`src/rtl/eeprom_bram_arbiter.sv`:
```
// Arbitrates the shared save BRAM between the EEPROM core (fixed priority) and the HPS port.
// Optional macro EEPROM_ARB_LOCK_EN adds hps_lock_i, which discards EEPROM writes during a load.
module eeprom_bram_arbiter #(
  parameter int AW = 13,
  parameter int DW = 8
) (
  input  logic          clk_i,
  input  logic          rst_i,
  input  logic          en_i,
  input  logic [AW-1:0] mask_i,
  input  logic [AW-1:0] eep_addr_i,
  input  logic [DW-1:0] eep_d_i,
  input  logic          eep_wr_i,
  input  logic          eep_rd_i,
  output logic [DW-1:0] eep_q_o,
  input  logic          hps_req_i,
  input  logic          hps_we_i,
  input  logic [AW-1:0] hps_addr_i,
  input  logic [DW-1:0] hps_d_i,
  output logic          hps_ack_o,
  output logic [DW-1:0] hps_q_o,
`ifdef EEPROM_ARB_LOCK_EN
  input  logic          hps_lock_i,
`endif
  output logic [AW-1:0] bram_addr_o,
  output logic [DW-1:0] bram_d_o,
  output logic          bram_we_o,
  input  logic [DW-1:0] bram_q_i,
  input  logic          clr_dirty_i,
  output logic          dirty_o
);

  typedef enum logic [0:0] {
    IDLE     = 1'b0,
    HPS_WAIT = 1'b1
  } state_e;

  state_e        state_q, state_d;
  logic [AW-1:0] addr_q;
  logic [DW-1:0] eep_q_q;
  logic [DW-1:0] hps_q_q;
  logic          eep_pend_q;
  logic          hps_we_q;
  logic          dirty_q;
  logic          eep_g;
  logic          hps_g;
  logic          eep_we_ok;
  logic          wr_lock;

`ifdef EEPROM_ARB_LOCK_EN
  assign wr_lock = hps_lock_i;
`else
  assign wr_lock = 1'b0;
`endif

  always_comb begin
    eep_g       = ~rst_i & en_i & (eep_wr_i | eep_rd_i);
    hps_g       = ~rst_i & hps_req_i & ~eep_g & (state_q == IDLE);
    eep_we_ok   = eep_wr_i & ~wr_lock;
    bram_addr_o = addr_q;
    bram_d_o    = {DW{1'b0}};
    bram_we_o   = 1'b0;
    if (rst_i) begin
      bram_addr_o = {AW{1'b0}};
    end else if (eep_g) begin
      bram_addr_o = eep_addr_i & mask_i;
      bram_d_o    = eep_d_i;
      bram_we_o   = eep_we_ok;
    end else if (hps_g) begin
      bram_addr_o = hps_addr_i;
      bram_d_o    = hps_d_i;
      bram_we_o   = hps_we_i;
    end else begin
      bram_we_o   = 1'b0;
    end
  end

  always_comb begin
    state_d = state_q;
    case (state_q)
      IDLE: begin
        if (hps_g) state_d = HPS_WAIT;
        else       state_d = IDLE;
      end
      HPS_WAIT: state_d = IDLE;
      default:  state_d = IDLE;
    endcase
  end

  always_ff @(posedge clk_i) begin
    if (rst_i) begin
      state_q    <= IDLE;
      addr_q     <= {AW{1'b0}};
      eep_q_q    <= {DW{1'b0}};
      hps_q_q    <= {DW{1'b0}};
      eep_pend_q <= 1'b0;
      hps_we_q   <= 1'b0;
      dirty_q    <= 1'b0;
    end else begin
      state_q    <= state_d;
      addr_q     <= bram_addr_o;
      // A simultaneous write+read strobe drops the read, so no capture is scheduled.
      eep_pend_q <= eep_g & eep_rd_i & ~eep_wr_i;
      if (eep_pend_q) eep_q_q <= bram_q_i;
      if (hps_g) hps_we_q <= hps_we_i;
      if ((state_q == HPS_WAIT) && !hps_we_q) hps_q_q <= bram_q_i;
      if (eep_g & eep_we_ok) dirty_q <= 1'b1;
      else if (clr_dirty_i)  dirty_q <= 1'b0;
    end
  end

  // Read data is forwarded straight from the BRAM in the ack cycle so it is valid with ack.
  assign hps_ack_o = (state_q == HPS_WAIT) & ~rst_i;
  assign hps_q_o   = (hps_ack_o & ~hps_we_q) ? bram_q_i : hps_q_q;
  assign eep_q_o   = eep_q_q;
  assign dirty_o   = dirty_q;

endmodule

```
`config.mk`:
```
export PLATFORM = sky130hd
export DESIGN_NAME = eeprom_bram_arbiter
export DESIGN_NICKNAME = d
export VERILOG_FILES = /design/src/rtl/eeprom_bram_arbiter.sv
export SDC_FILE = /design/constraint.sdc
export NUM_CORES = 1
export LEC_CHECK = 0
export CAP_MARGIN = 10
export CORE_ASPECT_RATIO = 1.4
export CORE_MARGIN = 2
export CORE_UTILIZATION = 32
export CTS_CLUSTER_DIAMETER = 200
export CTS_CLUSTER_SIZE = 28
export DETAILED_ROUTE_END_ITERATION = 7
export PLACE_DENSITY = 0.88
export SYNTH_ARGS = -nofsm -noshare
export SYNTH_HDL_FRONTEND = slang
export SYNTH_SLANG_ARGS = --single-unit
```
`constraint.sdc`:
```
create_clock -name clk_i -period 1.2 [get_ports clk_i]
set_clock_uncertainty 0.1 [all_clocks]
set_input_delay 0.18 -clock clk_i [delete_from_list [all_inputs] [get_ports clk_i]]
set_output_delay 0.18 -clock clk_i [all_outputs]
set_load 0.05 [all_outputs]
```
==> impl_metrics.ini, run 1 <==
[floorplanning]
effective_utilization_at_floorplan_pct = 33.0
core.rowCount = 31
die-area_um2 = 5890
coreArea_um2 = 5120
chipHeight_um = 90.0
total_i_o_pin_count = 111
die-width_um = 65.4

[yosys]
post_synth_num_cell_types = 23
postSynthNetCount = 238
syn_area_per_cell_um2 = 10.1
yosysSeqAreaShare_pct = 39.1
fraction_of_registers_with_async_set_or_reset_after_synthesis_pct = 0
yosys_warnings = 0
syn_area_um2 = 1690
synth_cells = 167
dominantRegCellSynth = sky130_fd_sc_hd__dfxtp_1
synth_enable_flop_cells = 0
synth_seq_cells = 33

[finish]
final_net_count = 397
layout.cells.most_common_list = sky130_fd_sc_hd__clkdlybuf4s50_1 (65), sky130_fd_sc_hd__buf_4 (42), sky130_fd_sc_hd__buf_12 (36)
layout_commonest_cell = sky130_fd_sc_hd__clkdlybuf4s50_1
drive_above_1_share_pct = 51.4
layoutNonFillerInstCount = 393
antenna_cells = 0
area_delta_synth_final_pct = 151

[power_and_ir_drop]
p_leak_nw = 1.63
ir_drop_v = 0.000633
p_per_cell_area_nw_per_um2 = 936

[routing]
via_count = 1969
ant_nets = 0
post_drt_via_cell_ratio = 5.01
routed_wl_um = 6510
drc_errors = 0
drtIter0Drc = 39
post_drt_wl_per_cell_um = 16.6
dr.pass1.iters = 4

[setup_path]
worst-endpoint-arrival_ns = 1.58
timing.critical_path.fanout_max = 8
worstPathRequired_ns = 0.92
cp_num_buf_inv = 2
worstPathCellList = nand2b_4 -> buf_12 -> mux2i_4 -> a211oi_4 -> buf_12
setup.worst_path.class = reg2out
slowest_stage_cell_cp = sky130_fd_sc_hd__dfxtp_2
crit_path_end_kind = output pin
path_delay_family = buffers and inverters
cp_slowest_stage_delay_ns = 0.32
crit_top_cell = sky130_fd_sc_hd__buf_12
startpoint_types = register
setup.reg_to_reg.worst_slack_ns = -0.33

[global_routing]
grt_start_max_net_pins = 38
grt-ovfl-total = 0
first_pass_grt_wire_length_um = 10500
grt_pass1_vias = 2243
groute.usage.overall_pct = 23.0
antenna_violations_before_repair = 0

[timing]
finalWorstPathRequiredPeriod_ns = 1.86
max_slew_violation_count = 0
max_clock_freq_mhz = 537
report.final.setup_viol = 53
total_neg_setup_slack_ns = -20.32
period_share_pct = 155
setup_ws_ns = -0.662
max_slew.worst_pin.slew_ns = 0.596
rsz0062_at_grt = true
slew_headroom_pct = 60.2
hold_viol = 0
hold_slack_ns = 0.195

[status]
outcome = complete, but fails checks
violated_checks = negative setup slack

[clock_tree]
clock_insertion_delay_worst_skew_ns = 0.28
clk_transition_reported_paths_ns = 0.07
clk_path_buf_depth = 2
htreeDepth = 2
clock_root_buffer = sky130_fd_sc_hd__clkbuf_8
clkSinkCount = 33
cts_tree = done
numCtsBuffers = 5

[min_path]
worst_hold_path_type = in2reg

[flow_run]
drv.max_cap_violation_count = 0

[placement]
dp_hpwl_um = 4890
gp_congestion = 0.777
placed_cells = 374
placement.io_buffers = 110
==> power breakdown <==
group	switching [mW]	total (mW)	internal, mW	leakage [nW]
sequential	0.0419	1.20	1.16	0.272
clock	0.405	1.08	0.677	0.0585
combinational	0.771	1.68	0.911	1.30
==> timing repair <==
item,4_1_cts,5_1_grt
cloned,3,0
endpoints found under the setup margin,54,53
pin swaps,9,12
gates resized for setup,50,15
hold buffers,0,0
buffers inserted,5,5
==> worst reg2reg max path: stages (launching register included) <==
cell and delay (ns):
sky130_fd_sc_hd__dfxtp_2 0.32, sky130_fd_sc_hd__nand2b_4 0.17, sky130_fd_sc_hd__buf_12 0.16, sky130_fd_sc_hd__mux2i_4 0.20
sky130_fd_sc_hd__buf_4 0.14, sky130_fd_sc_hd__buf_6 0.10, sky130_fd_sc_hd__buf_6 0.10, sky130_fd_sc_hd__a211oi_2 0.16
==> cell families after synthesis <==
group	synth area share, %
and+or+nand+nor	8.29
AOI/OAI and AO/OA	23.7
DFF	39.1
buffers and inverters	6.44
muxes	22.5
==> flip-flops by register name, indices dropped and copies added (netlist names) <==
name and count:
hps_q_q 8, addr_q 13, dirty_o 1, eep_q_o 8, hps_we_q 1, state_q 1
eep_pend_q 1
==> per-layer routing <==
layer	part of all wire [%]	track usage (%)
met4	2.0	7.12
met5	0	0
met3	6.3	5.88
met2	58	45.7
met1	33	21.9
==> final cells by class <==
| type | count | area, um^2 |
|---|---|---|
| multi-input cells | 116 | 1380 |
| clock buffers | 7 | 86.3 |
| fillers | 288 | 881 |
| flip-flops and latches | 33 | 663 |
| well taps | 66 | 82.6 |
| inverters | 3 | 13.8 |
| clock inverters | 1 | 30.0 |
| repair buffers | 167 | 1980 |
==> synthesized netlist by cell type, drive strengths merged, types with 2 or more instances <==
| library cell | n | area [um^2] |
|---|---|---|
| a211oi | 39 | 293 |
| dfxtp | 33 | 661 |
| mux2i | 29 | 290 |
| nor2 | 18 | 67.6 |
| buf | 12 | 86.3 |
| a22o | 8 | 70.1 |
| mux2 | 8 | 90.1 |
| clkbuf | 3 | 11.3 |
| inv | 3 | 11.3 |
| a21oi | 2 | 10.0 |
| nand2 | 2 | 7.51 |
| nand2b | 2 | 12.5 |
| nor3 | 2 | 21.3 |
==> path summary, 6_finish.rpt <==
check                                 from              to  cells past startpoint
worst max register to register     state_q       addr_q[6]                      7
worst max-delay path               state_q  bram_addr_o[6]                      5
worst min register to register  hps_q_q[4]      hps_q_q[4]                      2
worst min-delay path              eep_rd_i      eep_pend_q                      4
==> metrics by stage <==
stage | instance area [um^2] | util (%) | power [mW] | setup WS [ns]
6_report | 4240 | 82.8 | 3.97 | -0.662
4_1_cts | 4180 | 81.6 | 3.94 | -0.677
3_5_place_dp | 3790 | 74.1 | 2.72 | -1.03
5_1_grt | 4240 | 82.8 | 4.11 | -0.708
2_1_floorplan | 2030 | - | 1.97 | -0.501
3_3_place_gp | 3790 | 74.1 | 2.68 | -0.940
Note: power is estimated with default switching activity, not from simulation.
==> inputs of run 2 (changes only) <==
Settings changed: CORE_UTILIZATION 32 to 39, CTS_BUF_LIST from default to sky130_fd_sc_hd__clkbuf_8 sky130_fd_sc_hd__clkbuf_16, PLACE_DENSITY 0.88 to 0.95.
Clock period 1.2 ns to 2.4 ns, I/O delays scaled along.
==> run 2 against run 1 <==
Effect of this change:
- the flow still finishes with violations (negative setup slack)
- sequential power down 50%
- die area down 17%
- worst setup slack better by 0.63 ns
- wire length down 6.8%
- register-to-register slack better by 1.3 ns
- sequential share of layout area up 3.8 points
- utilization down 2.0 points
- power down 53%
- count of clock-buffer cells in the layout down 2
- sequential cell count unchanged
- combinational power down 60%
==> impl_metrics.ini, run 2 (synthesis gave the netlist of run 1 again) <==
[status]
violated_checks = negative setup slack
outcome = complete, but fails checks

[routing]
via_count = 1884
dr.pass1.iters = 4
post_drt_wl_per_cell_um = 18.0
post_drt_via_cell_ratio = 5.59
ant_nets = 0
drtIter0Drc = 71
drc_errors = 0
routed_wl_um = 6060

[setup_path]
startpoint_types = primary input
cp_num_buf_inv = 4
slowest_stage_cell_cp = sky130_fd_sc_hd__clkdlybuf4s50_1
timing.critical_path.fanout_max = 10
cp_slowest_stage_delay_ns = 0.53
worstPathRequired_ns = 1.94
worstPathCellList = clkdlybuf4s50_1 -> o21ai_4 -> buf_12 -> a211oi_1 -> a211oi_1 -> buf_4 -> buf_12
setup.reg_to_reg.worst_slack_ns = 1.00
worst-endpoint-arrival_ns = 1.97
path_delay_family = buffers and inverters
setup.worst_path.class = in2out
crit_path_end_kind = output pin

[timing]
period_share_pct = 101
max_clock_freq_mhz = 411
hold_slack_ns = 0.278
rsz0062_at_grt = true
finalWorstPathRequiredPeriod_ns = 2.43
slew_headroom_pct = 65.9
total_neg_setup_slack_ns = -0.0464
max_slew_violation_count = 0
max_slew.worst_pin.slew_ns = 0.509
report.final.setup_viol = 3
setup_ws_ns = -0.0345
hold_viol = 0

[placement]
placedInstanceArea_um2 = 3090
pre_cts_setup_slack_ns = -0.126
placed_cells = 324
gp_congestion = 0.770
placement.io_buffers = 110
dp_hpwl_um = 4020

[floorplanning]
chipHeight_um = 81.9
coreArea_um2 = 4200
core.rowCount = 28
die-width_um = 59.6
total_i_o_pin_count = 111
effective_utilization_at_floorplan_pct = 40.2
die-area_um2 = 4880

[finish]
finalInstanceArea_um2 = 3400
largest_register_ff_count = 13
layout.cells.most_common_list = sky130_fd_sc_hd__clkdlybuf4s50_1 (77), sky130_fd_sc_hd__dfxtp_1 (33), sky130_fd_sc_hd__a211oi_1 (28)
fin_util_pct = 80.8
area_delta_synth_final_pct = 101
layout_commonest_cell = sky130_fd_sc_hd__clkdlybuf4s50_1
antenna_cells = 0
drive_above_1_share_pct = 29.8
fillCellCount = 246
layoutNonFillerInstCount = 337
register_bank_with_the_most_flops = addr_q
final_net_count = 362

[clock_tree]
clock_root_buffer = sky130_fd_sc_hd__clkbuf_8
numCtsBuffers = 5
clkSinkCount = 33
clk_transition_reported_paths_ns = 0.07
cts_tree = done
clk_path_buf_depth = 2
clock_insertion_delay_worst_skew_ns = 0.28
htreeDepth = 2

[global_routing]
grt-ovfl-total = 0
groute.usage.overall_pct = 21.7
grt_pass1_vias = 1812
antenna_violations_before_repair = 0
first_pass_grt_wire_length_um = 8090
grt_start_max_net_pins = 31

[flow_run]
drv.max_cap_violation_count = 0

[power_and_ir_drop]
p_leak_nw = 1.35
p_per_cell_area_nw_per_um2 = 552
finalPower_mw = 1.87
ir_drop_v = 0.000355

[min_path]
worst_hold_path_type = in2reg
==> run 2: cell count changes in the layout (fill, tap and decap cells not counted), moves of 9 or more <==
cell,delta
sky130_fd_sc_hd__buf_4,-16
sky130_fd_sc_hd__buf_6,-16
sky130_fd_sc_hd__mux2i_1,+11
sky130_fd_sc_hd__clkdlybuf4s50_1,+12
sky130_fd_sc_hd__buf_12,-13
sky130_fd_sc_hd__a211oi_1,+9
sky130_fd_sc_hd__a211oi_4,-13
==> run 2: routing by layer <==
metal  up-vias  GRT usage, %  part of all wire (%)
li1        886             -                     -
met5         -             0                     0
met3        10          4.57                   5.3
met2        94          42.6                    58
met4         0          5.78                   1.5
met1       894          22.2                    35
==> run 2: worst paths after layout <==
kind              startpoint              to  cells after the start
setup / recovery    eep_rd_i  bram_addr_o[9]                      7
hold / removal         rst_i      hps_q_q[0]                      2
setup reg to reg     state_q       addr_q[0]                      4
hold reg to reg   hps_q_q[6]      hps_q_q[6]                      2
==> run 2: power breakdown <==
group	leakage [nW]	switching (mW)	internal [mW]
registers	0.271	0.0148	0.579
clock network	0.0681	0.204	0.413
logic	1.01	0.324	0.340
==> run 2: cell type report <==
cell class	instances	area, um^2	area share, %
multi-input combinational	116	1010	29.6
sequential	33	661	19.4
clock buffer	5	68.8	2.03
timing repair buffer	132	1530	45.0
clock inverter	3	65.1	1.92
inverter	3	11.3	0.331
tap	45	56.3	1.66
==> run 2: timing repair <==
action | CTS | global route
pin swaps | 2 | 4
gates cloned | 1 | 1
resized for setup | 8 | 12
hold buffers | 0 | 0
setup buffers | 0 | 3
endpoints found under the setup margin | 10 | 18
==> inputs of run 3 (changes only) <==
Settings changed: CELL_PAD_IN_SITES_DETAIL_PLACEMENT from default to 0, CELL_PAD_IN_SITES_GLOBAL_PLACEMENT from default to 1, CORE_UTILIZATION 39 to 27.
==> run 3 against run 2 <==
Effect of this change:
- the flow now finishes without violations
- utilization shrank 26 points
- sequential cell count is the same
- sequential power barely moved
- cell area down 0.96%
- worst hold slack gained 0.039 ns
- power decreased by 13%
- sequential share of layout area up 0.19 points
- die area rose by 42%
- combinational power fell by 3.2%
- clock power decreased by 37%
- non-clock buffer count unchanged
- critical path type unchanged
==> impl_metrics.ini, run 3 (synthesis gave the netlist of run 1 again) <==
[setup_path]
path_delay_family = buffers and inverters
cp_slowest_stage_delay_ns = 0.55
worst-endpoint-arrival_ns = 1.87
cp_num_buf_inv = 4
timing.rr.end = addr_q[9]
worstReg2RegStart = state_q
critPathLaunch = hps_req_i
setup.reg_to_reg.worst_slack_ns = 1.09
worstPathCellList = clkdlybuf4s50_1 -> nand2b_4 -> buf_6 -> mux2i_2 -> a211oi_2 -> buf_4 -> buf_12
timing.critical_path.fanout_max = 10
cp.depth = 7
reg2reg_depth = 4
crit_path_end_kind = output pin
setup.worst_path.class = in2out
startpoint_types = primary input
worstPathRequired_ns = 1.94
slowest_stage_cell_cp = sky130_fd_sc_hd__clkdlybuf4s50_1
critPathCapture = bram_addr_o[10]

[timing]
total_neg_setup_slack_ns = 0
report.final.setup_viol = 0
rsz0062_at_grt = false
finalWorstPathRequiredPeriod_ns = 2.33
max_slew_violation_count = 0
slew_headroom_pct = 65.7
hold_slack_ns = 0.318
max_slew.worst_pin.slew_ns = 0.513
max_clock_freq_mhz = 430
period_share_pct = 96.9
hold_viol = 0
setup_ws_ns = 0.0747

[finish]
fillCellCount = 556
drive_above_1_share_pct = 29.8
largest_register_ff_count = 13
finalInstanceArea_um2 = 3360
antenna_cells = 0
multi_input_area_um2 = 1010
ff_latch_area_um2 = 661
layoutNonFillerInstCount = 364
area_delta_synth_final_pct = 99.0
register_bank_with_the_most_flops = addr_q
layout_commonest_cell = sky130_fd_sc_hd__clkdlybuf4s50_1
layout.cells.most_common_list = sky130_fd_sc_hd__clkdlybuf4s50_1 (75), sky130_fd_sc_hd__dfxtp_1 (33), sky130_fd_sc_hd__mux2i_1 (28)
fin_util_pct = 54.9
final_net_count = 362

[global_routing]
groute.usage.overall_pct = 14.5
grt_pass1_vias = 1780
grt_start_max_net_pins = 40
grt-ovfl-total = 0
first_pass_grt_wire_length_um = 8140
antenna_violations_before_repair = 0

[routing]
dr.pass1.iters = 4
drc_errors = 0
via_count = 1756
drtIter0Drc = 77
ant_nets = 0
post_drt_wl_per_cell_um = 14.2
routed_wl_um = 5170
post_drt_via_cell_ratio = 4.82

[placement]
gp_congestion = 0.725
dp_hpwl_um = 3910
pre_cts_setup_slack_ns = -0.0516
placedInstanceArea_um2 = 3130
placed_cells = 352
placement.io_buffers = 110

[power_and_ir_drop]
pwr-share-seq_pct = 36.4
power_report.internal_total_mw = 1.11
net_switching_fraction_of_the_power_pct = 31.7
finalPower_mw = 1.63
p_per_cell_area_nw_per_um2 = 483
power.switching_uw = 516
ir_drop_v = 0.000217
p_leak_nw = 1.33
logic_gate_share_of_total_power_pct = 39.6
clockPowerShare_pct = 24.0

[floorplanning]
coreArea_um2 = 6130
total_i_o_pin_count = 111
chipHeight_um = 97.6
die-area_um2 = 6920
core.rowCount = 34
effective_utilization_at_floorplan_pct = 27.6
die-width_um = 70.9

[clock_tree]
clk_path_buf_depth = 2
clk_transition_reported_paths_ns = 0.07
clock_insertion_delay_worst_skew_ns = 0.28
clkSinkCount = 33
htreeDepth = 2
clock_root_buffer = sky130_fd_sc_hd__clkbuf_8
numCtsBuffers = 5
cts_hold_repair.buffers = 0
cts_tree = done

[min_path]
hold-path-cell-count = 3
worst_hold_path_type = in2reg

[flow_run]
drv.max_cap_violation_count = 0

[status]
outcome = finished clean
==> run 3: changes by cell type in the layout (fill, tap and decap cells not counted), sizes merged <==
cell	change
buf	+2
bufinv	-2
clkinv	+1
dlymetal6s2s	+1
inv	+1
clkdlybuf4s50	-2
bufbuf	-1
==> run 3: per-layer routing <==
layer / share of wire (%) / track usage (%) / vias to the layer above
li1: - / - / 878
met1: 38 / 16.5 / 805
met2: 54 / 25.8 / 67
met3: 6.2 / 3.53 / 6
met4: 1.2 / 5.22 / 0
met5: 0 / 0 / -
==> run 3: what timing repair did <==
action	in CTS	in global routing
buffers inserted	0	3
setup endpoints to repair	11	21
gates cloned	0	1
pin swaps	1	3
endpoints found under the hold margin	0	0
gates resized for setup	7	13
==> run 3: worst min path at each step <==
stage | start | to | slack, ns
floorplan | eep_wr_i | eep_pend_q | 0.34
global placement | dirty_o | dirty_o | 0.37
detailed placement | dirty_o | dirty_o | 0.38
CTS | rst_i | addr_q[12] | 0.31
global route | eep_rd_i | eep_pend_q | 0.33
finish | eep_rd_i | eep_pend_q | 0.32
==> run 3: layout make-up <==
cell class	count	area share, %
Clock buffer	5	2.05
Multi-Input combinational cell	116	29.9
Timing Repair Buffer	132	45.0
Sequential cell	33	19.6
Inverter	3	0.335
Clock inverter	3	0.409
Tap cell	72	2.68
==> run 3: power groups by stage <==
stage	Sequential, mW	Clock, mW	Combinational, mW
floorplan	0.613	0	0.284
global placement	0.603	0	0.604
detailed placement	0.604	0	0.612
CTS	0.592	0.415	0.622
global route	0.595	0.436	0.677
finish	0.592	0.391	0.643
==> run 3: tightest hold or removal path, stage by stage <==
cell                             delay (ns)
sky130_fd_sc_hd__dlymetal6s2s_1        0.16
sky130_fd_sc_hd__nand2_1               0.09
sky130_fd_sc_hd__nor3_1                0.04
